$ cat src/rtl/ahb_apb_bridge_mslv.sv
// AHB-Lite slave to APB3/APB4 master bridge that decodes NUM_SLV APB slaves from HADDR[SEL_LSB +: 3].
// Optional macro APB_TIMEOUT_EN: aborts an ACCESS phase after TIMEOUT_CYC cycles without PREADY.
module ahb_apb_bridge_mslv #(
  parameter int ADDR_W      = 32,
  parameter int NUM_SLV     = 3,
  parameter int SEL_LSB     = 12,
  parameter int TIMEOUT_CYC = 16
) (
  input  logic               HCLK,
  input  logic               HRESETn,
  input  logic [ADDR_W-1:0]  HADDR,
  input  logic [1:0]         HTRANS,
  input  logic               HWRITE,
  input  logic [2:0]         HSIZE,
  input  logic [31:0]        HWDATA,
  input  logic               HREADYin,
  output logic               HREADYout,
  output logic               HRESP,
  output logic [31:0]        HRDATA,
  output logic [ADDR_W-1:0]  PADDR,
  output logic [31:0]        PWDATA,
  output logic               PWRITE,
  output logic [NUM_SLV-1:0] PSEL,
  output logic               PENABLE,
  output logic [3:0]         PSTRB,
  input  logic [31:0]        PRDATA,
  input  logic               PREADY,
  input  logic               PSLVERR
);

  typedef enum logic [2:0] {IDLE, WLAT, SETUP, ACCESS, DONE, ERR1, ERR2} state_t;

  state_t             state_q;
  logic [ADDR_W-1:0]  paddr_q;
  logic [31:0]        pwdata_q;
  logic [31:0]        hrdata_q;
  logic               pwrite_q;
  logic [3:0]         pstrb_q;
  logic [NUM_SLV-1:0] psel_q;
  logic               penable_q;
  logic               hready_q;
  logic               hresp_q;
  logic [2:0]         idx_q;

  logic               accept;
  logic [2:0]         idx_in;
  logic               bad_req;
  logic [3:0]         strb_in;
  logic [NUM_SLV-1:0] dec_in;
  logic [NUM_SLV-1:0] dec_q;

  assign accept = HREADYin && HTRANS[1];
  assign idx_in = HADDR[SEL_LSB +: 3];

  // Request qualification: out-of-range slave, illegal size or misaligned address go to the error path.
  always_comb begin
    bad_req = 1'b0;
    strb_in = 4'h0;
    if (int'(idx_in) >= NUM_SLV) bad_req = 1'b1;
    case (HSIZE)
      3'd0: strb_in = 4'b0001 << HADDR[1:0];
      3'd1: begin
        strb_in = 4'b0011 << {HADDR[1], 1'b0};
        if (HADDR[0]) bad_req = 1'b1;
      end
      3'd2: begin
        strb_in = 4'hF;
        if (HADDR[1:0] != 2'b00) bad_req = 1'b1;
      end
      default: bad_req = 1'b1;
    endcase
    if (!HWRITE) strb_in = 4'h0;
  end

  generate
    for (genvar gi = 0; gi < NUM_SLV; gi++) begin : g_dec
      assign dec_in[gi] = (idx_in == 3'(gi));
      assign dec_q[gi]  = (idx_q == 3'(gi));
    end
  endgenerate

`ifdef APB_TIMEOUT_EN
  localparam int TMO_W = (TIMEOUT_CYC > 1) ? $clog2(TIMEOUT_CYC) : 1;
  localparam logic [TMO_W-1:0] TMO_LAST = TMO_W'(TIMEOUT_CYC - 1);
  logic [TMO_W-1:0] tmo_cnt_q;
`else
  logic unused_tmo_cfg;
  assign unused_tmo_cfg = (TIMEOUT_CYC > 0);
`endif

  always_ff @(posedge HCLK or negedge HRESETn) begin
    if (!HRESETn) begin
      state_q   <= IDLE;
      paddr_q   <= '0;
      pwdata_q  <= '0;
      hrdata_q  <= '0;
      pwrite_q  <= 1'b0;
      pstrb_q   <= 4'h0;
      psel_q    <= '0;
      penable_q <= 1'b0;
      hready_q  <= 1'b1;
      hresp_q   <= 1'b0;
      idx_q     <= 3'd0;
`ifdef APB_TIMEOUT_EN
      tmo_cnt_q <= '0;
`endif
    end else begin
      case (state_q)
        IDLE, DONE: begin
          hresp_q   <= 1'b0;
          psel_q    <= '0;
          penable_q <= 1'b0;
          if (accept) begin
            hready_q <= 1'b0;
            if (bad_req) begin
              state_q <= ERR1;
              hresp_q <= 1'b1;
            end else begin
              paddr_q  <= HADDR;
              pwrite_q <= HWRITE;
              pstrb_q  <= strb_in;
              idx_q    <= idx_in;
              if (HWRITE) begin
                state_q <= WLAT;
              end else begin
                state_q <= SETUP;
                psel_q  <= dec_in;
              end
            end
          end else begin
            hready_q <= 1'b1;
            state_q  <= IDLE;
          end
        end
        WLAT: begin
          pwdata_q <= HWDATA;
          psel_q   <= dec_q;
          state_q  <= SETUP;
        end
        SETUP: begin
          penable_q <= 1'b1;
          state_q   <= ACCESS;
`ifdef APB_TIMEOUT_EN
          tmo_cnt_q <= '0;
`endif
        end
        ACCESS: begin
          if (PREADY) begin
            psel_q    <= '0;
            penable_q <= 1'b0;
            if (PSLVERR) begin
              state_q <= ERR1;
              hresp_q <= 1'b1;
            end else begin
              state_q  <= DONE;
              hready_q <= 1'b1;
              if (!pwrite_q) hrdata_q <= PRDATA;
            end
          end
`ifdef APB_TIMEOUT_EN
          else if (tmo_cnt_q == TMO_LAST) begin
            psel_q    <= '0;
            penable_q <= 1'b0;
            state_q   <= ERR1;
            hresp_q   <= 1'b1;
          end else begin
            tmo_cnt_q <= tmo_cnt_q + 1'b1;
          end
`endif
        end
        ERR1: begin
          hready_q <= 1'b1;
          state_q  <= ERR2;
        end
        ERR2: begin
          // A transfer presented during ERR2 is dropped; the master must idle after an ERROR.
          hresp_q <= 1'b0;
          state_q <= IDLE;
        end
        default: state_q <= IDLE;
      endcase
    end
  end

  assign HREADYout = hready_q;
  assign HRESP     = hresp_q;
  assign HRDATA    = hrdata_q;
  assign PADDR     = paddr_q;
  assign PWDATA    = pwdata_q;
  assign PWRITE    = pwrite_q;
  assign PSEL      = psel_q;
  assign PENABLE   = penable_q;
  assign PSTRB     = pstrb_q;

endmodule
$ cat config.mk
export PLATFORM = sky130hd
export DESIGN_NAME = ahb_apb_bridge_mslv
export DESIGN_NICKNAME = d
export VERILOG_FILES = /design/src/rtl/ahb_apb_bridge_mslv.sv
export SDC_FILE = /design/constraint.sdc
export NUM_CORES = 1
export LEC_CHECK = 0
export BUFFER_PORTS_ARGS = -buffer_cell sky130_fd_sc_hd__buf_2
export CAP_MARGIN = 10
export CORE_MARGIN = 10
export CORE_UTILIZATION = 35
export CTS_CLUSTER_SIZE = 10
export DETAILED_ROUTE_END_ITERATION = 7
export GPL_ROUTABILITY_DRIVEN = 0
export SLEW_MARGIN = 20
export SYNTH_ARGS = -nofsm -noshare
export SYNTH_HDL_FRONTEND = slang
export SYNTH_SLANG_ARGS = --single-unit
$ cat constraint.sdc
create_clock -name HCLK -period 2.1 [get_ports HCLK]
set_input_delay 0.42 -clock HCLK [delete_from_list [all_inputs] [get_ports HCLK]]
set_output_delay 0.42 -clock HCLK [all_outputs]
set_load 0.1 [all_outputs]
; Word level (Yosys, flattened, before mapping)
; Index checks and enable logic that the tools add are counted.
[classes]
n_lt_le_gt_ge = 1
eq_ne = 15
shifts = 2
n_mux = 28
bitwise_logic = 3
reduce_logical = 17
[op_table]
columns = operator, count
row1 = $mux 3, 7
row2 = $eq 3x2->1 const B, 5
row3 = $pmux 3 s5, 1
row4 = $eq 3x1->1 const B, 4
row5 = $logic_not 3->1, 4
row6 = $mux 1, 12
row7 = $pmux 1 s3, 4
row8 = $pmux 4 s3, 1
row9 = $reduce_bool 3->1, 4
row10 = $eq 3x3->1 const B, 3
row11 = $pmux 3 s3, 1
row12 = $reduce_and 3->1, 3
row13 = $ne 2x2->1 const B, 3
row14 = $mux 4, 1
row15 = $reduce_and 2->1, 2
row16 = $reduce_and 4->1, 1
row17 = $shl 1x2->4 const A, 1
row18 = $shl 2x2->4 const A, 1
row19 = $ge 3x2->1 const B, 1
row20 = $not 1->1, 3
row21 = $mux 2, 1
row22 = $reduce_bool 2->1, 1
row23 = $reduce_or 2->1, 1
row24 = $logic_and 1x1->1, 1
[totals]
ff_bits = 113
out_inout_bits = 107

; Longest topological paths before layout
; Gate-level depths: netlist of run 1.
[logic_depth]
ltp_word = 7
ltp_mapped = 6

; Worst setup path before layout of run 1
; No wires, ideal clock.
[synth_path]
path_type = register to register
startpoint = register pwrite_q, in the netlist PWRITE
endpoint = register hrdata_q[0], in the netlist HRDATA[0]
setup_time_ps = 126
t_arrival_ps = 1743
slack_ps = 231
stages_incl_launch_ff = 4
period_less_slack_ps = 1869
cell_sequence = dfrtp_1 > nand3b_1 > buf_2 > mux2_2
[synth_between]
elab_chain_cells = 2
[synth_lines]
columns = item, line
row1 = from (decl), 37  ; logic pwrite_q;
row2 = from (signal assigned), 97  ; pwrite_q <= 1'b0;
row3 = from (signal assigned), 120  ; pwrite_q <= HWRITE;
row4 = $not 1->1 (no line), -
row5 = $reduce_and 4->1 (no line), -
row6 = to (signal assigned), 96  ; hrdata_q <= '0;
row7 = to (signal assigned), 157  ; if (!pwrite_q) hrdata_q <= PRDATA;
row8 = to (decl), 36  ; logic [31:0] hrdata_q;
; Every way passes these cells.
; A chain may end at the register's enable or synchronous reset.

; Worst setup path after layout of run 1
[layout_path]
startpoint = register state_q[0]
endpoint = register paddr_q[5], in the netlist PADDR[5]
[layout_between]
elab_chain_cells = 3
elab_cells_between_ends = 4
[layout_lines]
columns = item, line
row1 = from (decl), 33  ; state_t state_q;
row2 = from (signal assigned), 93  ; state_q <= IDLE;
row3 = from (signal assigned), 116  ; state_q <= ERR1;
row4 = from (signal assigned), 124  ; state_q <= WLAT;
row5 = $eq 3x3->1 / $logic_not 3->1 (equally long branches), 108  ; case (state_q)
row6 = $reduce_or 2->1 *, 108
row7 = $reduce_and 3->1 (no line) *, -
row8 = to (signal assigned), 94  ; paddr_q <= '0;
row9 = to (signal assigned), 119  ; paddr_q <= HADDR;
row10 = to (decl), 34  ; logic [ADDR_W-1:0] paddr_q;
; Every way passes the cells marked *; elsewhere a longest branch is shown, timed or not.

==> run metrics, run 1 <==
status=finished clean; Layout Skew=0.00727 ns; yosys synthesis warning count=0; crit path DAT=2.01 ns; sequential share of the synthesized area=63.3%; total clock buffers created by CTS=9; Net Count, Synth=395; drt drc=0; Clock Latency Late Sink=0.34 ns; post-DR vias/cell=4.62; R2R Path Start=state_q[0]$_DFFE_PN0P_; Hold Buf Count CTS=0; Most used DFF post-synth=dfrtp_1; grt ovf=0; worst-path cell chain=buf_4 -> nor2_1 -> nand3_1 -> nor2_4 -> buf_12 -> mux2_2; largest net degree at the start of global routing=44; Buffers on Ports=212; min Tclk post-route=1.79 ns; Core Area=12,100 um^2; Total Wirelength=11.6 mm; row count=40; Seq cells post-synth=110; Worst setup EP type=flop; CP max stage delay=0.38 ns; Die X=132 um; antenna-violating nets left=0; CP top delay family=simple AND/OR/NAND/NOR gates; RSZ-0062 raised after global routing=false; CTS sink cnt=110; fin. max-slew vios=0; CTS resizes=0; Starting DRT DRC Count=123; Bufs and invs on worst path=2; Die ar.=17,300 um^2; # setup viols final=0; CTS max path bufs=2; synth unique cells=32; Worst Hold Class=in2async; die height=132 um; layout cells sized above 1=65.8%; fin nets=619; clk slew on worst S/H paths=0.07 ns; Critical Path RT=2.32 ns; Initial Util=35.9%; most frequent cells in the layout=buf_2, dfrtp_1, mux2_2; first-pass iteration count of the detailed router=4; Clock Root Buffer=clkbuf_16; Critical Path Start=state_q[0]$_DFFE_PN0P_; number of top-level pins=214; mean post-synth cell area=15.1 um^2; Mapped Area=4350 um^2; synth-to-layout area growth=38.5%; Crit-path slowest cell=dfrtp_1; HPWL Detailed=9.31 mm; worst-path maximum fanout=18; crit path kind=reg2reg; via count=3,166; number of flops mapped to enable cells by yosys=0; f_max=0.558 GHz; Fill cells=1,144; Worst-Margin Slew=0.593 ns; antenna diode count=0; gr usage total=13.5%; FFs w/ async S/R, synth=100%; maxcap violations=0; Mapped Cells=288; post-CTS setup buffer count=0; vias in the first global route=3,520; CP Launch Type=flop; H-Tree Depth=3; max_slew headroom=60.5%; Tcrit/Tclk final=85.3%; Fin. Hold Viols=0; per-cell routed wire length=17.0 um; most common cell after layout, fill and taps aside=buf_2; initial antenna violation count=0; setup TNS=0 ns; first-pass GRT wire length=19.0 mm; CTS tree=yes
-- sequential cells by signal, summed over array words and instances, names as in the netlist --
| signal | count |
|---|---|
| HRESP | 1 |
| state_q | 3 |
| PSTRB | 4 |
| PSEL | 3 |
| PWRITE | 1 |
| HREADYout | 1 |
| PADDR | 32 |
| PWDATA | 32 |
| PENABLE | 1 |
| HRDATA | 32 |
-- worst reg2reg max path: cells and delay by family (launching register included) --
| kind | cells | cell delay [ns] |
|---|---|---|
| AND/OR/NAND/NOR | 3 | 0.60 |
| flip-flops | 1 | 0.38 |
| multiplexers | 1 | 0.36 |
| buffers and inverters | 2 | 0.34 |
-- stage by stage --
step | utilization (%) | hold WS (ns) | cell area [um^2] | std cells | setup slack (ns)
after floorplan | - | 0.124 | 4350 | 288 | 0.231
after global placement | 47.0 | 0.454 | 5700 | 669 | 0.203
after detailed placement | 47.0 | 0.458 | 5700 | 669 | 0.187
after CTS | 49.8 | 0.0810 | 6030 | 685 | 0.320
after global routing | 49.8 | 0.104 | 6030 | 685 | 0.195
final | 49.8 | 0.0735 | 6030 | 685 | 0.309
-- routing by layer --
| layer | wire length, um | part of all wire, % | global-route usage, % |
|---|---|---|---|
| met5 | 0 | 0 | 0 |
| met4 | 196 | 1.7 | 5.93 |
| met3 | 900 | 7.7 | 4.80 |
| met2 | 6310 | 54 | 24.3 |
| met1 | 4230 | 36 | 13.7 |
-- synthesized netlist by cell type, drive strengths merged, types with 2 or more instances --
| cell type | instances | area [um^2] |
|---|---|---|
| o31a | 2 | 17.5 |
| buf | 11 | 80.1 |
| inv | 6 | 22.5 |
| dfrtp | 109 | 2730 |
| nor3b | 4 | 35.0 |
| or4 | 2 | 15.0 |
| mux2 | 98 | 1100 |
| o41ai | 4 | 35.0 |
| o21ai | 7 | 38.8 |
| nand2 | 6 | 22.5 |
| a21oi | 9 | 45.0 |
| nor2b | 4 | 32.5 |
| and2 | 2 | 12.5 |
| nor2 | 7 | 28.8 |
| nand2b | 4 | 25.0 |
| nand3b | 2 | 15.0 |
-- final cells by class --
| type | count | area [um^2] | area share (%) |
|---|---|---|---|
| well taps | 168 | 210 | 3.49 |
| flip-flops and latches | 110 | 2750 | 45.7 |
| inverters | 6 | 22.5 | 0.374 |
| clock buffers | 12 | 236 | 3.92 |
| multi-input cells | 161 | 1510 | 25.0 |
| clock inverters | 4 | 95.1 | 1.58 |
| repair buffers | 224 | 1200 | 20.0 |
-- logic make-up after synthesis --
logic type,after synthesis,synth area share [%]
buf+inv,17,2.36
mux,98,25.4
flops,110,63.3
compound gates,29,4.37
simple gates,34,4.66
-- final timing paths --
check | to | depth (start not counted) | slack, ns
max | PADDR[5]$_DFFE_PN0P_ | 6 | 0.31
min | HRDATA[31]$_DFFE_PN0P_ | 1 | 0.07
max reg2reg | PADDR[5]$_DFFE_PN0P_ | 6 | 0.31
min reg2reg | PADDR[20]$_DFFE_PN0P_ | 1 | 0.50
max in group asynchronous | PADDR[8]$_DFFE_PN0P_ | 2 | 1.39
min in group HCLK | HRDATA[15]$_DFFE_PN0P_ | 2 | 0.30
Power of run 1 is left out: the tool's default activity adds up to more than one toggle a clock period on the data nets, which glitch-free logic cannot reach.
==> inputs of run 2 (changes only) <==
- ABC_AREA: unset -> 1
- CELL_PAD_IN_SITES_DETAIL_PLACEMENT: unset -> 0
- CELL_PAD_IN_SITES_GLOBAL_PLACEMENT: unset -> 1
- CORE_UTILIZATION: 35 -> 34
- MAX_ROUTING_LAYER: unset -> met4
- PLACE_DENSITY_LB_ADDON: unset -> 0.1
==> run metrics, run 2 <==
status=finished clean; gr usage total=14.6% (+1.1 points); Crit-path slowest cell=dfstp_2; synth-to-layout area growth=33.4%; crit path DAT=1.30 ns (-0.71 ns); Bufs and invs on worst path=1 (-1); synth unique cells=26 (-19%); worst-path maximum fanout=2 (-16); Worst-Margin Slew=0.596 ns (+0.00280 ns); Most used DFF post-synth=dfrtp_1; number of flops mapped to enable cells by yosys=0 (unchanged); CP top delay family=flip-flops; die height=136 um (+3.6%); grt ovf=0 (unchanged); max_slew headroom=60.2% (-0.24 points); Starting DRT DRC Count=151 (+23%); Clock Latency Late Sink=0.34 ns (about the same); multi-input logic area=1510 um^2 (+0.41%); Mapped Cells=473 (+64%); yosys synthesis warning count=0 (unchanged); Die ar.=18,600 um^2 (+7.3%); clk slew on worst S/H paths=0.07 ns (about the same); Core Area=13,200 um^2 (+9.3%); f_max=0.580 GHz (+4.0%); crit path kind=reg2out; most frequent cells in the layout=buf_2, nand2_1, dfrtp_1; Worst Hold Class=in2async; Initial Util=34.7% (-1.2 points); Critical Path RT=1.68 ns (-0.64 ns); CTS sink cnt=110 (unchanged); largest net degree at the start of global routing=65 (+48%); count leader, synth=nand2_1; Mapped Area=4600 um^2 (+5.6%); Buffers on Ports=212 (unchanged); CTS max path bufs=2 (unchanged); first-pass GRT wire length=20.9 mm (+10%); Fill cells=1,358 (+19%); vias in the first global route=3,984 (+13%); area share of the largest cell type after synthesis=59.4% (-3.3 points); drt drc=0 (unchanged); fin nets=791 (+28%); worst-path cell chain=buf_2; Total Wirelength=13.4 mm (+15%); Die X=136 um (+3.6%); FFs w/ async S/R, synth=100% (unchanged); via count=3,837 (+21%); initial antenna violation count=0 (unchanged); row count=42 (+5.0%); Area contributors post-synth=dfrtp_1, nand2_1, mux2_2; Tcrit/Tclk final=82.0% (-3.3 points); min Tclk post-route=1.72 ns (-0.0683 ns); Sequential Area=2750 um^2 (unchanged); fin. max-slew vios=0 (unchanged); Hold Buf Count CTS=0 (unchanged); layout cells sized above 1=40.6% (-25 points); sequential share of the synthesized area=59.9% (-3.3 points); commonest cells in the netlist=nand2_1, dfrtp_1, inv_1; CP max stage delay=0.54 ns (+0.16 ns); Net Count, Synth=580 (+47%); Clock Root Buffer=clkbuf_16; number of top-level pins=214 (unchanged); post-DR vias/cell=4.44 (-3.9%); antenna diode count=0 (unchanged); CP Launch Type=flop; HPWL Detailed=10.4 mm (+12%); Seq cells post-synth=110 (unchanged); CTS resizes=0 (unchanged); per-cell routed wire length=15.5 um (-9.0%); mean post-synth cell area=9.72 um^2 (-36%); first-pass iteration count of the detailed router=4 (unchanged); RSZ-0062 raised after global routing=false; H-Tree Depth=3 (unchanged); most common cell after layout, fill and taps aside=buf_2; area leader, netlist=dfrtp_1; Worst setup EP type=output port; Layout Skew=0.00905 ns (+0.00177 ns); antenna-violating nets left=0 (unchanged); # setup viols final=0 (unchanged); CTS tree=yes; maxcap violations=0 (unchanged); setup TNS=0 ns (unchanged); post-CTS setup buffer count=0 (unchanged); Fin. Hold Viols=0 (unchanged); total clock buffers created by CTS=9 (unchanged)
-- run 2: path summary, 6_finish.rpt --
path,start,end,slack [ns],depth (start not counted)
min,HRESETn,PADDR[7]$_DFFE_PN0P_,0.03,1
min in group HCLK,HADDR[7],PADDR[7]$_DFFE_PN0P_,0.28,3
max reg2reg,state_q[0]$_DFFE_PN0P_,PWDATA[20]$_DFFE_PN0P_,0.53,4
max in group asynchronous,HRESETn,HREADYout$_DFFE_PN1P_,1.41,2
max,HREADYout$_DFFE_PN1P_,HREADYout,0.38,1
min reg2reg,PADDR[21]$_DFFE_PN0P_,PADDR[21]$_DFFE_PN0P_,0.47,2
-- run 2: per-stage QoR --
stage | cell area (um^2) | worst slack (ns) | utilization [%] | cells | hold WS [ns]
final | 6130 | 0.377 | 46.3 | 864 | 0.0278
after global routing | 6130 | 0.346 | 46.3 | 864 | 0.0656
after CTS | 6130 | 0.357 | 46.3 | 864 | 0.0410
after detailed placement | 5830 | 0.273 | 44.0 | 849 | 0.415
after global placement | 5830 | 0.314 | 44.0 | 849 | 0.408
after floorplan | 4600 | 0.372 | - | 473 | 0.124
-- run 2: cell type report --
class	count	share of cell area, %
Clock buffer	10	3.90
Clock inverter	5	0.939
Inverter	55	3.37
Multi-Input combinational cell	291	24.7
Sequential cell	110	44.9
Tap cell	176	3.59
Timing Repair Buffer	217	18.6
-- run 2: layer usage --
layer	global-route usage [%]	vias to the layer above	part of all wire, %	routed length [um]
met2	23.2	148	48	6440
met3	4.94	12	8.5	1140
met5	-	-	0	0
met4	4.73	0	1.3	174
met1	17.1	1769	42	5610
li1	-	1908	-	-
-- run 2: worst register-to-register path: cells and delay by family, from the launching register on --
family	cells	cell delay, ns
and+or+nand+nor	2	0.44
buffers and inverters	1	0.14
muxes	1	0.44
DFF	1	0.43
-- run 2: cells by family (layout without fill, tap and decap cells) --
kind of cell | count (synthesis) | in the layout | synth area share [%]
AND/OR/NAND/NOR | 208 | 208 | 19.1
flip-flops | 110 | 110 | 59.9
buffers and inverters | 72 | 287 | 7.13
AO/OA/AOI/OAI | 51 | 51 | 5.66
multiplexers | 32 | 32 | 8.17
Power of run 2 is left out for the same reason.
